**config.mk**
```make
export PLATFORM = sky130hd
export DESIGN_NAME = sp_ram_arbiter_flat
export DESIGN_NICKNAME = d
export VERILOG_FILES = /design/src/rtl/sp_ram_arbiter_pkg.sv /design/src/rtl/sp_ram_arbiter_if.sv /design/src/rtl/sp_ram_arbiter_rr_arb.sv /design/src/rtl/sp_ram_arbiter.sv /design/src/flat_wrapper.sv
export SDC_FILE = /design/constraint.sdc
export NUM_CORES = 1
export LEC_CHECK = 0
export CAP_MARGIN = 20
export CORE_AREA = 2 2 149 151
export DETAILED_ROUTE_END_ITERATION = 16
export DIE_AREA = 0 0 151 153
export GPL_TIMING_DRIVEN = 0
export MAX_ROUTING_LAYER = met4
export PLACE_DENSITY = 0.58
export SLEW_MARGIN = 30
export SYNTH_ARGS = -nofsm -noshare
export SYNTH_HDL_FRONTEND = slang
export SYNTH_HIERARCHICAL = 1
export SYNTH_SLANG_ARGS = --single-unit
```
**constraint.sdc**
```tcl
create_clock -name clk -period 2.2 [get_ports clk]
set_clock_uncertainty 0.2 [all_clocks]
set_input_delay 0.44 -clock clk [delete_from_list [all_inputs] [get_ports clk]]
set_output_delay 0.44 -clock clk [all_outputs]
set_load 0.005 [all_outputs]
```
**src/rtl/sp_ram_arbiter_pkg.sv**
```systemverilog
// sp_ram_arb_pkg: shared types, constants and latency helper for the RAM arbiter
package sp_ram_arb_pkg;
    typedef enum logic {INIT, SERVE} arb_state_e;
    localparam int DATA_BYTES = 8;
    function automatic int rd_lat(input int out_regs);
        return 1 + out_regs;
    endfunction
endpackage

```
**src/rtl/sp_ram_arbiter_if.sv**
```systemverilog
// sp_ram_arbiter_if: requester-side and RAM-side signals of the arbiter
interface sp_ram_arbiter_if import sp_ram_arb_pkg::*; #(
    parameter int NUM_PORTS  = 2,
    parameter int ADDR_WIDTH = 8
);
    logic [NUM_PORTS-1:0]            req, wr_en, gnt, rd_valid;
    logic [NUM_PORTS*DATA_BYTES-1:0] ben;
    logic [NUM_PORTS*64-1:0]         wr_data;
    logic [NUM_PORTS*ADDR_WIDTH-1:0] addr;
    logic [63:0]                     rd_data, ram_wr_data, ram_rd_data;
    logic                            init_done, ram_csel, ram_we;
    logic [DATA_BYTES-1:0]           ram_ben;
    logic [ADDR_WIDTH-1:0]           ram_addr;
    modport master (
        output req, wr_en, ben, wr_data, addr, ram_rd_data,
        input  gnt, rd_valid, rd_data, init_done, ram_csel, ram_we, ram_ben, ram_wr_data, ram_addr
    );
    modport slave (
        input  req, wr_en, ben, wr_data, addr, ram_rd_data,
        output gnt, rd_valid, rd_data, init_done, ram_csel, ram_we, ram_ben, ram_wr_data, ram_addr
    );
endinterface

```
**src/rtl/sp_ram_arbiter_rr_arb.sv**
```systemverilog
// sp_ram_rr_arb: combinational round-robin pick starting at ptr
module sp_ram_rr_arb #(
    parameter  int NUM_PORTS = 2,
    localparam int IW        = $clog2(NUM_PORTS)
) (
    input  logic [NUM_PORTS-1:0] req,
    input  logic [IW-1:0]        ptr,
    output logic [NUM_PORTS-1:0] gnt,
    output logic [IW-1:0]        win,
    output logic                 any
);
    // scan from farthest to nearest so the port closest to ptr wins last
    always_comb begin
        gnt = '0;
        win = '0;
        any = |req;
        for (int k = NUM_PORTS - 1; k >= 0; k--) begin
            if (req[(int'(ptr) + k) % NUM_PORTS]) begin
                win = IW'((int'(ptr) + k) % NUM_PORTS);
                gnt = NUM_PORTS'(1) << win;
            end
        end
    end
endmodule

```
**src/rtl/sp_ram_arbiter.sv**
```systemverilog
// sp_ram_arbiter: round-robin sharing of one single-port byte-enable RAM,
// with zero-fill after reset and read-data routing back to the issuing port
module sp_ram_arbiter import sp_ram_arb_pkg::*; #(
    parameter int NUM_PORTS  = 2,
    parameter int ADDR_WIDTH = 8,
    parameter int DATA_DEPTH = 256,
    parameter int OUT_REGS   = 0
) (
    input logic             clk,
    input logic             rst,
    sp_ram_arbiter_if.slave bus
);
    localparam int IW     = $clog2(NUM_PORTS);
    localparam int RD_LAT = rd_lat(OUT_REGS);
    arb_state_e                state, state_nxt;
    logic [ADDR_WIDTH-1:0]     cnt;
    logic [IW-1:0]             ptr, win;
    logic [NUM_PORTS-1:0]      pick;
    logic                      any, serve, rd_go;
    logic [RD_LAT-1:0]         tv;
    logic [RD_LAT-1:0][IW-1:0] tid;

    sp_ram_rr_arb #(.NUM_PORTS(NUM_PORTS)) u_arb (.req(bus.req), .ptr(ptr), .gnt(pick), .win(win), .any(any));

    assign serve = state == SERVE;
    assign rd_go = serve && any && !bus.wr_en[win];

    always_comb begin
        state_nxt       = (!serve && cnt == ADDR_WIDTH'(DATA_DEPTH - 1)) ? SERVE : state;
        bus.gnt         = serve ? pick : '0;
        bus.init_done   = serve;
        bus.ram_csel    = !serve || any;
        bus.ram_we      = serve ? bus.wr_en[win] : 1'b1;
        bus.ram_ben     = serve ? bus.ben[int'(win)*DATA_BYTES +: DATA_BYTES] : '1;
        bus.ram_wr_data = serve ? bus.wr_data[int'(win)*64 +: 64] : '0;
        bus.ram_addr    = serve ? bus.addr[int'(win)*ADDR_WIDTH +: ADDR_WIDTH] : cnt;
        bus.rd_valid    = tv[RD_LAT-1] ? NUM_PORTS'(1) << tid[RD_LAT-1] : '0;
        bus.rd_data     = tv[RD_LAT-1] ? bus.ram_rd_data : '0;
    end

    // tag pipeline mirrors the RAM read latency so data and owner line up
    always_ff @(posedge clk) begin
        if (rst) begin
            state <= INIT;
            cnt   <= '0;
            ptr   <= '0;
            tv    <= '0;
            tid   <= '0;
        end else begin
            state <= state_nxt;
            if (!serve) cnt <= cnt + 1'b1;
            if (serve && any) ptr <= (win == IW'(NUM_PORTS - 1)) ? '0 : win + 1'b1;
            tv[0]  <= rd_go;
            tid[0] <= win;
            for (int i = 1; i < RD_LAT; i++) begin
                tv[i]  <= tv[i-1];
                tid[i] <= tid[i-1];
            end
        end
    end

    a_gnt_onehot: assert property (@(posedge clk) disable iff (rst) $onehot0(bus.gnt));
    a_rdv_onehot: assert property (@(posedge clk) disable iff (rst) $onehot0(bus.rd_valid));
    a_no_early:   assert property (@(posedge clk) disable iff (rst) !bus.init_done |-> bus.gnt == '0);
endmodule

```
**src/flat_wrapper.sv**
```systemverilog
// flat-port wrapper written by rule: the top's interface ports become plain ports
module sp_ram_arbiter_flat import sp_ram_arb_pkg::*;
#(
    parameter int NUM_PORTS  = 2,
    parameter int ADDR_WIDTH = 8,
    parameter int DATA_DEPTH = 256,
    parameter int OUT_REGS   = 0
)
  (clk, rst, bus_req, bus_wr_en, bus_ben, bus_wr_data, bus_addr, bus_ram_rd_data, bus_gnt, bus_rd_valid, bus_rd_data, bus_init_done, bus_ram_csel, bus_ram_we, bus_ram_ben, bus_ram_wr_data, bus_ram_addr);
  sp_ram_arbiter_if #(.NUM_PORTS(NUM_PORTS), .ADDR_WIDTH(ADDR_WIDTH)) bus_i ();
  input logic clk;
  input logic rst;
  input wire logic [$bits(bus_i.req)-1:0] bus_req;
  input wire logic [$bits(bus_i.wr_en)-1:0] bus_wr_en;
  input wire logic [$bits(bus_i.ben)-1:0] bus_ben;
  input wire logic [$bits(bus_i.wr_data)-1:0] bus_wr_data;
  input wire logic [$bits(bus_i.addr)-1:0] bus_addr;
  input wire logic [$bits(bus_i.ram_rd_data)-1:0] bus_ram_rd_data;
  output wire logic [$bits(bus_i.gnt)-1:0] bus_gnt;
  output wire logic [$bits(bus_i.rd_valid)-1:0] bus_rd_valid;
  output wire logic [$bits(bus_i.rd_data)-1:0] bus_rd_data;
  output wire logic [$bits(bus_i.init_done)-1:0] bus_init_done;
  output wire logic [$bits(bus_i.ram_csel)-1:0] bus_ram_csel;
  output wire logic [$bits(bus_i.ram_we)-1:0] bus_ram_we;
  output wire logic [$bits(bus_i.ram_ben)-1:0] bus_ram_ben;
  output wire logic [$bits(bus_i.ram_wr_data)-1:0] bus_ram_wr_data;
  output wire logic [$bits(bus_i.ram_addr)-1:0] bus_ram_addr;
  assign bus_i.req = bus_req;
  assign bus_i.wr_en = bus_wr_en;
  assign bus_i.ben = bus_ben;
  assign bus_i.wr_data = bus_wr_data;
  assign bus_i.addr = bus_addr;
  assign bus_i.ram_rd_data = bus_ram_rd_data;
  assign bus_gnt = bus_i.gnt;
  assign bus_rd_valid = bus_i.rd_valid;
  assign bus_rd_data = bus_i.rd_data;
  assign bus_init_done = bus_i.init_done;
  assign bus_ram_csel = bus_i.ram_csel;
  assign bus_ram_we = bus_i.ram_we;
  assign bus_ram_ben = bus_i.ram_ben;
  assign bus_ram_wr_data = bus_i.ram_wr_data;
  assign bus_ram_addr = bus_i.ram_addr;
  sp_ram_arbiter #(.NUM_PORTS(NUM_PORTS), .ADDR_WIDTH(ADDR_WIDTH), .DATA_DEPTH(DATA_DEPTH), .OUT_REGS(OUT_REGS)) u_core (.clk(clk), .rst(rst), .bus(bus_i));
endmodule
```
**Yosys cells after proc, flatten, opt, wreduce, memory -nomap -nowiden**

Index checks and enable logic that the tools add are counted.

- Output and inout bits: 151
- Input port bits: 230
- Word-level logic and storage cells: 45
- Register bits after elaboration: 12
- Bits in writable memories: 0
- Bits in read-only memories: 0
- Memories kept: 0
- Latch bits: 0

- Multiply operators: 0
- Equality and inequality tests: 1
- Divide/modulo/power cells: 0
- Add/sub/neg operators: 3
- Magnitude comparators: 3
- Shift operators: 6
- Bitwise gates (word level): 1
- Reductions and logical operators: 7
- Muxes and demuxes: 19

Operators with widths:

| operator | number |
|---|---|
| 64-bit 2-to-1 mux | 2 |
| 128-bit by 8-bit variable part select with 64-bit output | 1 |
| 16-bit by 5-bit variable part select with 8-bit output | 2 |
| 8-bit 2-to-1 mux | 2 |
| 1-bit 2-to-1 mux | 11 |
| 8-bit by 1-bit adder with 8-bit output (second input constant) | 1 |
| 8-bit == test (second input constant) | 1 |
| 2-bit 2-to-1 mux | 4 |
| 1-bit by 1-bit << shifter with 2-bit output (first input constant) | 3 |
| 1-bit by 2-bit less-than comparator with 1-bit output (second input constant) | 2 |
| 1-bit logical AND | 3 |
| 2-bit by 3-bit less-than comparator with 1-bit output (second input constant) | 1 |
| 1-bit adder (second input constant) | 2 |
| 1-bit logical NOT | 2 |
| 2-bit OR reduction | 1 |
| 1-bit AND (first input constant) | 1 |
| 1-bit logical OR | 1 |

**Longest topological paths before layout**

- Word-level depth: 11
- Mapped depth: 6
- Gate-level depth less buffers: 5

**Modules after synthesis**

Netlist, hierarchy kept.

Modules (own cells, without submodules):

| module | cells each | area an instance (µm²) | times used | sequential area each (µm²) |
|---|---|---|---|---|
| sp_ram_arbiter | 313 | 2,351.0 | 1 | 240.2 |
| sp_ram_rr_arb | 5 | 32.5 | 1 | 0.0 |

**Least setup slack after synthesis**

No wires, ideal clock.

- Path kind: input-to-output
- Start: input bus_req[1]
- End: output bus_ram_ben[0]
- Path slack: 174 ps
- Arrival time: 1,386 ps
- Cell stages on the path: 5
- Required time: 1,560 ps
- Path buffers: 2
- Path through: a21boi_1 > buf_2 > buf_2 > mux2i_1 > nand2_1

- Cells in the longest elaborated chain, start to end: 7
- Elaborated cells on any way between the ends: 9
- Classes of those cells: 1 x shift; 8 x mux

Ends and longest elaborated chain:

| element | line | source |
|---|---|---|
| start, declared | flat_wrapper.sv:13 | `input wire logic [$bits(bus_i.req)-1:0] bus_req;` |
| 1-bit 2-to-1 mux (implied by the code) (3 in series) | sp_ram_arbiter_rr_arb.sv:18 | `if (req[(int'(ptr) + k) % NUM_PORTS]) begin` |
| 1-bit 2-to-1 mux | sp_ram_arbiter_rr_arb.sv:18 |  |
| 1-bit 2-to-1 mux * | sp_ram_arbiter_rr_arb.sv:18 |  |
| 16-bit by 5-bit variable part select with 8-bit output * | sp_ram_arbiter.sv:34 | `bus.ram_ben = serve ? bus.ben[int'(win)*DATA_BYTES +: DATA_BYTES] : '1;` |
| 8-bit 2-to-1 mux * | sp_ram_arbiter.sv:34 |  |
| end, declared | flat_wrapper.sv:25 | `output wire logic [$bits(bus_i.ram_ben)-1:0] bus_ram_ben;` |

Every way passes the cells marked *; elsewhere a longest branch is shown, timed or not. The select of a mux whose other input is x is not followed.

**Worst setup path after layout**

- Start: register u_core.ptr
- End: output bus_ram_wr_data[39]

- Cells in the longest elaborated chain, start to end: 8
- Elaborated cells on any way between the ends: 10
- Classes of those cells: 1 x add/sub; 1 x shift; 8 x mux

Ends and longest elaborated chain:

| element | line | source |
|---|---|---|
| start, declared | sp_ram_arbiter.sv:17 | `logic [IW-1:0] ptr, win;` |
| start signal, assigned | sp_ram_arbiter.sv:52 | `if (serve && any) ptr <= (win == IW'(NUM_PORTS - 1)) ? '0 : win + 1'b1;` |
| 1-bit adder | sp_ram_arbiter_rr_arb.sv:18, sp_ram_arbiter_rr_arb.sv:19 |  |
| 1-bit 2-to-1 mux (implied by the code) (3 in series) | sp_ram_arbiter_rr_arb.sv:18 |  |
| 1-bit 2-to-1 mux | sp_ram_arbiter_rr_arb.sv:18 |  |
| 1-bit 2-to-1 mux * | sp_ram_arbiter_rr_arb.sv:18 |  |
| named net u_core.win | sp_ram_arbiter.sv:17 |  |
| 128-bit by 8-bit variable part select with 64-bit output * | sp_ram_arbiter.sv:35 | `bus.ram_wr_data = serve ? bus.wr_data[int'(win)*64 +: 64] : '0;` |
| 64-bit 2-to-1 mux * | sp_ram_arbiter.sv:35 |  |
| end, declared | flat_wrapper.sv:26 | `output wire logic [$bits(bus_i.ram_wr_data)-1:0] bus_ram_wr_data;` |

Mark *: on every way through the listed nets, which the timed path passes. The rest lies on a longest branch. The select of a mux whose other input is x is not followed.

==> results.md <==
- Final Cycle Share: 109%
- Peak supply drop: ~0.00022 V
- Unrepaired setup endpoints after global routing: true
- Main combinational cell family by area after synthesis: simple AND/OR/NAND/NOR gates
- Delay of the slowest critical-path stage: about 350 ps
- Floorplan die width: 151 um
- Power density over the cells: ~190 nW/um^2
- Vias in the first global route: roughly 3.9k
- Post-layout minimum cycle time: 2410 ps
- Number of warnings issued by yosys: 6
- Number of detailed-routing iterations run before antenna repair: 4
- Antenna fix cells: 0
- Post-synthesis to final-layout area growth: 203%
- Data required time at the worst endpoint: 1560 ps
- Mux contribution to synthesized area: 34.4%
- Main flop type after synthesis: dfxtp_1
- Netlist area before placement: between 2000 and 2500 sq um
- Clock transition at the register clock pins on the worst setup and hold paths after CTS: 50 ps
- Share of the yosys chip area belonging to registers: about a tenth
- Worst Path Arrival: 1770 ps
- Number of instances in the synthesized netlist: 318
- Max-slew violation total from the final report: 0
- Aggregate global routing overflow: 0
- Combined global-route utilization of all metal layers: 12.4%
- First-iteration detailed-routing DRC count: 75
- Finish-stage setup viols: 81
- Count of unresolved DRC violations after routing: 0
- Max Fanout on Critical Path: 5
- EDFF count, synth: 0
- Initial standard-cell utilization of the core: 11.1%
- Synthesized netlist net count: 549
- Async SR Flop Fraction: 0%
- Input/output buffers: 380
- Synth Area in Simple Gates: 42.6%
- Std cell rows: 54
- Average instance area after synthesis: 7.50 sq um
- Initial antenna violation count: 0
- Category of the worst setup path capture point: output pin
- Share of the core filled with cells in the final layout: about a third
- FF+latch count, synth: 12
- Total clock buffers created by CTS: 3
- Slew margin rel.: around three fifths
- Outcome: finished with violations
- Post-Route WL: 15.0 mm
- Slowest-stage cell, CP: dfxtp_2
- Total leakage power: 0.00333 uW
- Slew at the pin closest to its max-slew limit: 587 ps
- Cell breakdown of the critical path: inv_2 -> a21boi_4 -> buf_6 -> buf_8 -> buf_12 -> buf_8 -> buf_6 -> mux2i_1 -> nor2b_1 -> buf_2
- Root Driver: clkbuf_16
- Net total in the final layout: 995
- Number of distinct library cells after synthesis: 27
- Clock insertion delay at the later pin of the skew report: 240 ps
- CTS sink count: 12
- Post-detail-place hpwl: 12.1 mm
- Number of buffers between clock root and the deepest sink: 2
- Ranking of synthesized cells by area: mux2i_1, and2_1, nor2b_1, dfxtp_1, buf_4
- Setup WS post-layout: -207 ps
- Final ANT Viol Nets: 0
- Largest delay contributor family on the critical path: buffers and inverters
- Parity-gate share of the synthesized area counting xor and xnor cells: under 10%
- Class of the tightest hold or removal check: flip-flop to flip-flop
- Clock tree from TritonCTS: yes
- DIE AREA: 23,100 sq um
- Crit Path Class: flip-flop to output pin
- Category of the worst setup path launch point: flip-flop
- Number of hold buffers added after CTS: 0
- Last weighted congestion value of the routability-driven placer: around 0.74
- # H-tree levels: 1
- Die Span Y: 153 um
- Max-cap viol count: 0
- Number of ports placed on the die boundary: approximately 380
- Routed length per placed instance: 14.4 um
- Share of the synthesized area in the top cell type: 34.4%
- Adder-cell area share of the yosys netlist: 0.525%
- Failing checks: setup timing
- Compound-Gate Fraction of Synth Area: 4.57%
- Core footprint: 21,500 sq um
- Endpoints failing hold: 0
- First-pass GRT wire length: 21.7 mm
- Detail-routed via count per cell: about 3.7
- Maximum number of pins on one net before global-route repair: 11
- Worst setup slack before clock tree synthesis: -1160 ps
- Most area-hungry cell type in the Yosys netlist: mux2i_1
- Share of cells above drive strength 1: 24.4%
- Highest clock rate: 415 MHz
- Total vias in the final route: a little under 4k
- Number of buffer and inverter stages on the critical path: 7
path summary, 6_finish.rpt:
check / to / from / depth (start not counted) / slack [ps]
max reg2reg: u_core/tv / u_core/ptr / 11 / 250
min: u_core/cnt[7] / u_core/cnt[7] / 2 / 310
max: bus_ram_wr_data[39] / u_core/ptr / 10 / -210
min reg2reg: u_core/cnt[7] / u_core/cnt[7] / 2 / 310
report_power, final:
group	switching [uW]	leakage, uW	internal [uW]	total, uW
clock	103	0.0000442	275	378
sequential	7.12	0.0000993	222	229
combinational	190	0.00318	566	756
cells in the final DEF, fill, tap and decap left out, drive strengths merged:
cell type      count
or3                3
clkbuf            22
nand4b             2
nand3b             1
nor2              14
nand2             10
o21ai              3
nand3              2
xor2               3
buf              149
nor3b              1
nand2b             1
clkdlybuf4s15      1
inv                1
a311oi             1
clkdlybuf4s50    272
or2                1
a21boi             2
a21oi             12
dfxtp             12
nor2b             67
mux2i             82
and2              67
nand4              1
dlymetal6s2s      13
ha                 1
o21ba              1
dlygate4sd2       17
xnor2              1
cell type report:
| class | count | area (sq um) |
|---|---|---|
| Inverter | 1 | 3.75 |
| Tap cell | 280 | 350 |
| Clock buffer | 4 | 88.8 |
| Buffer | 26 | 303 |
| Fill cell | 2313 | 14300 |
| Timing Repair Buffer | 444 | 4170 |
| Sequential cell | 12 | 246 |
| Multi-Input combinational cell | 276 | 2060 |
Yosys cell counts (all sizes together) (2+ instances only):
library cell / number
mux2i: 82
and2: 67
nor2b: 67
clkbuf: 16
nor2: 14
buf: 13
a21oi: 12
dfxtp: 12
nand2: 10
o21ai: 3
or3: 3
xor2: 3
a21boi: 2
nand3: 2
nand4b: 2
flip-flops by register name (all words and copies together) (netlist names):
| register | flops |
|---|---|
| u_core/ptr | 1 |
| u_core/tv | 1 |
| u_core/cnt | 8 |
| u_core/tid | 1 |
| u_core/bus.init_done | 1 |
per-layer routing:
layer | track usage, % | vias to the layer above | part of all wire, %
li1 | - | 1938 | -
met1 | 13.9 | 1709 | 39
met2 | 22.7 | 211 | 51
met3 | 1.82 | 18 | 8.2
met4 | 3.12 | 0 | 1.9
met5 | - | - | 0
worst reg2reg max path: cells and delay by family (launching register included):
kind            cells  cell delay [ps]
compound gates      1              180
buf+inv             7              740
flops               1              350
mux                 1              170
simple gates        2              230
what timing repair did:
action	4_1_cts	5_1_grt
pin swaps	9	9
setup endpoints to repair	150	120
buffers inserted	56	11
resized for setup	441	39
gates cloned	6	1
through the flow:
step                      setup TNS, ps  power, uW  hold slack (ps)  instances  area [sq um]
after floorplan                       0        384              271        318          2380
after global placement           -89210        828              293        978          6540
after detailed placement         -90190        834              303        978          6540
after CTS                         -9450       1390              312       1044          7220
after global routing             -16980       1440              339       1043          7210
final                             -8730       1360              307       1043          7210
logic make-up after synthesis:
| kind of cell | after synthesis |
|---|---|
| simple gates | 170 |
| mux | 82 |
| buf+inv | 30 |
| compound gates | 19 |
| flops | 12 |
| xor+xnor | 4 |
| fa+ha+maj | 1 |
(Power assumes the default switching activity.)
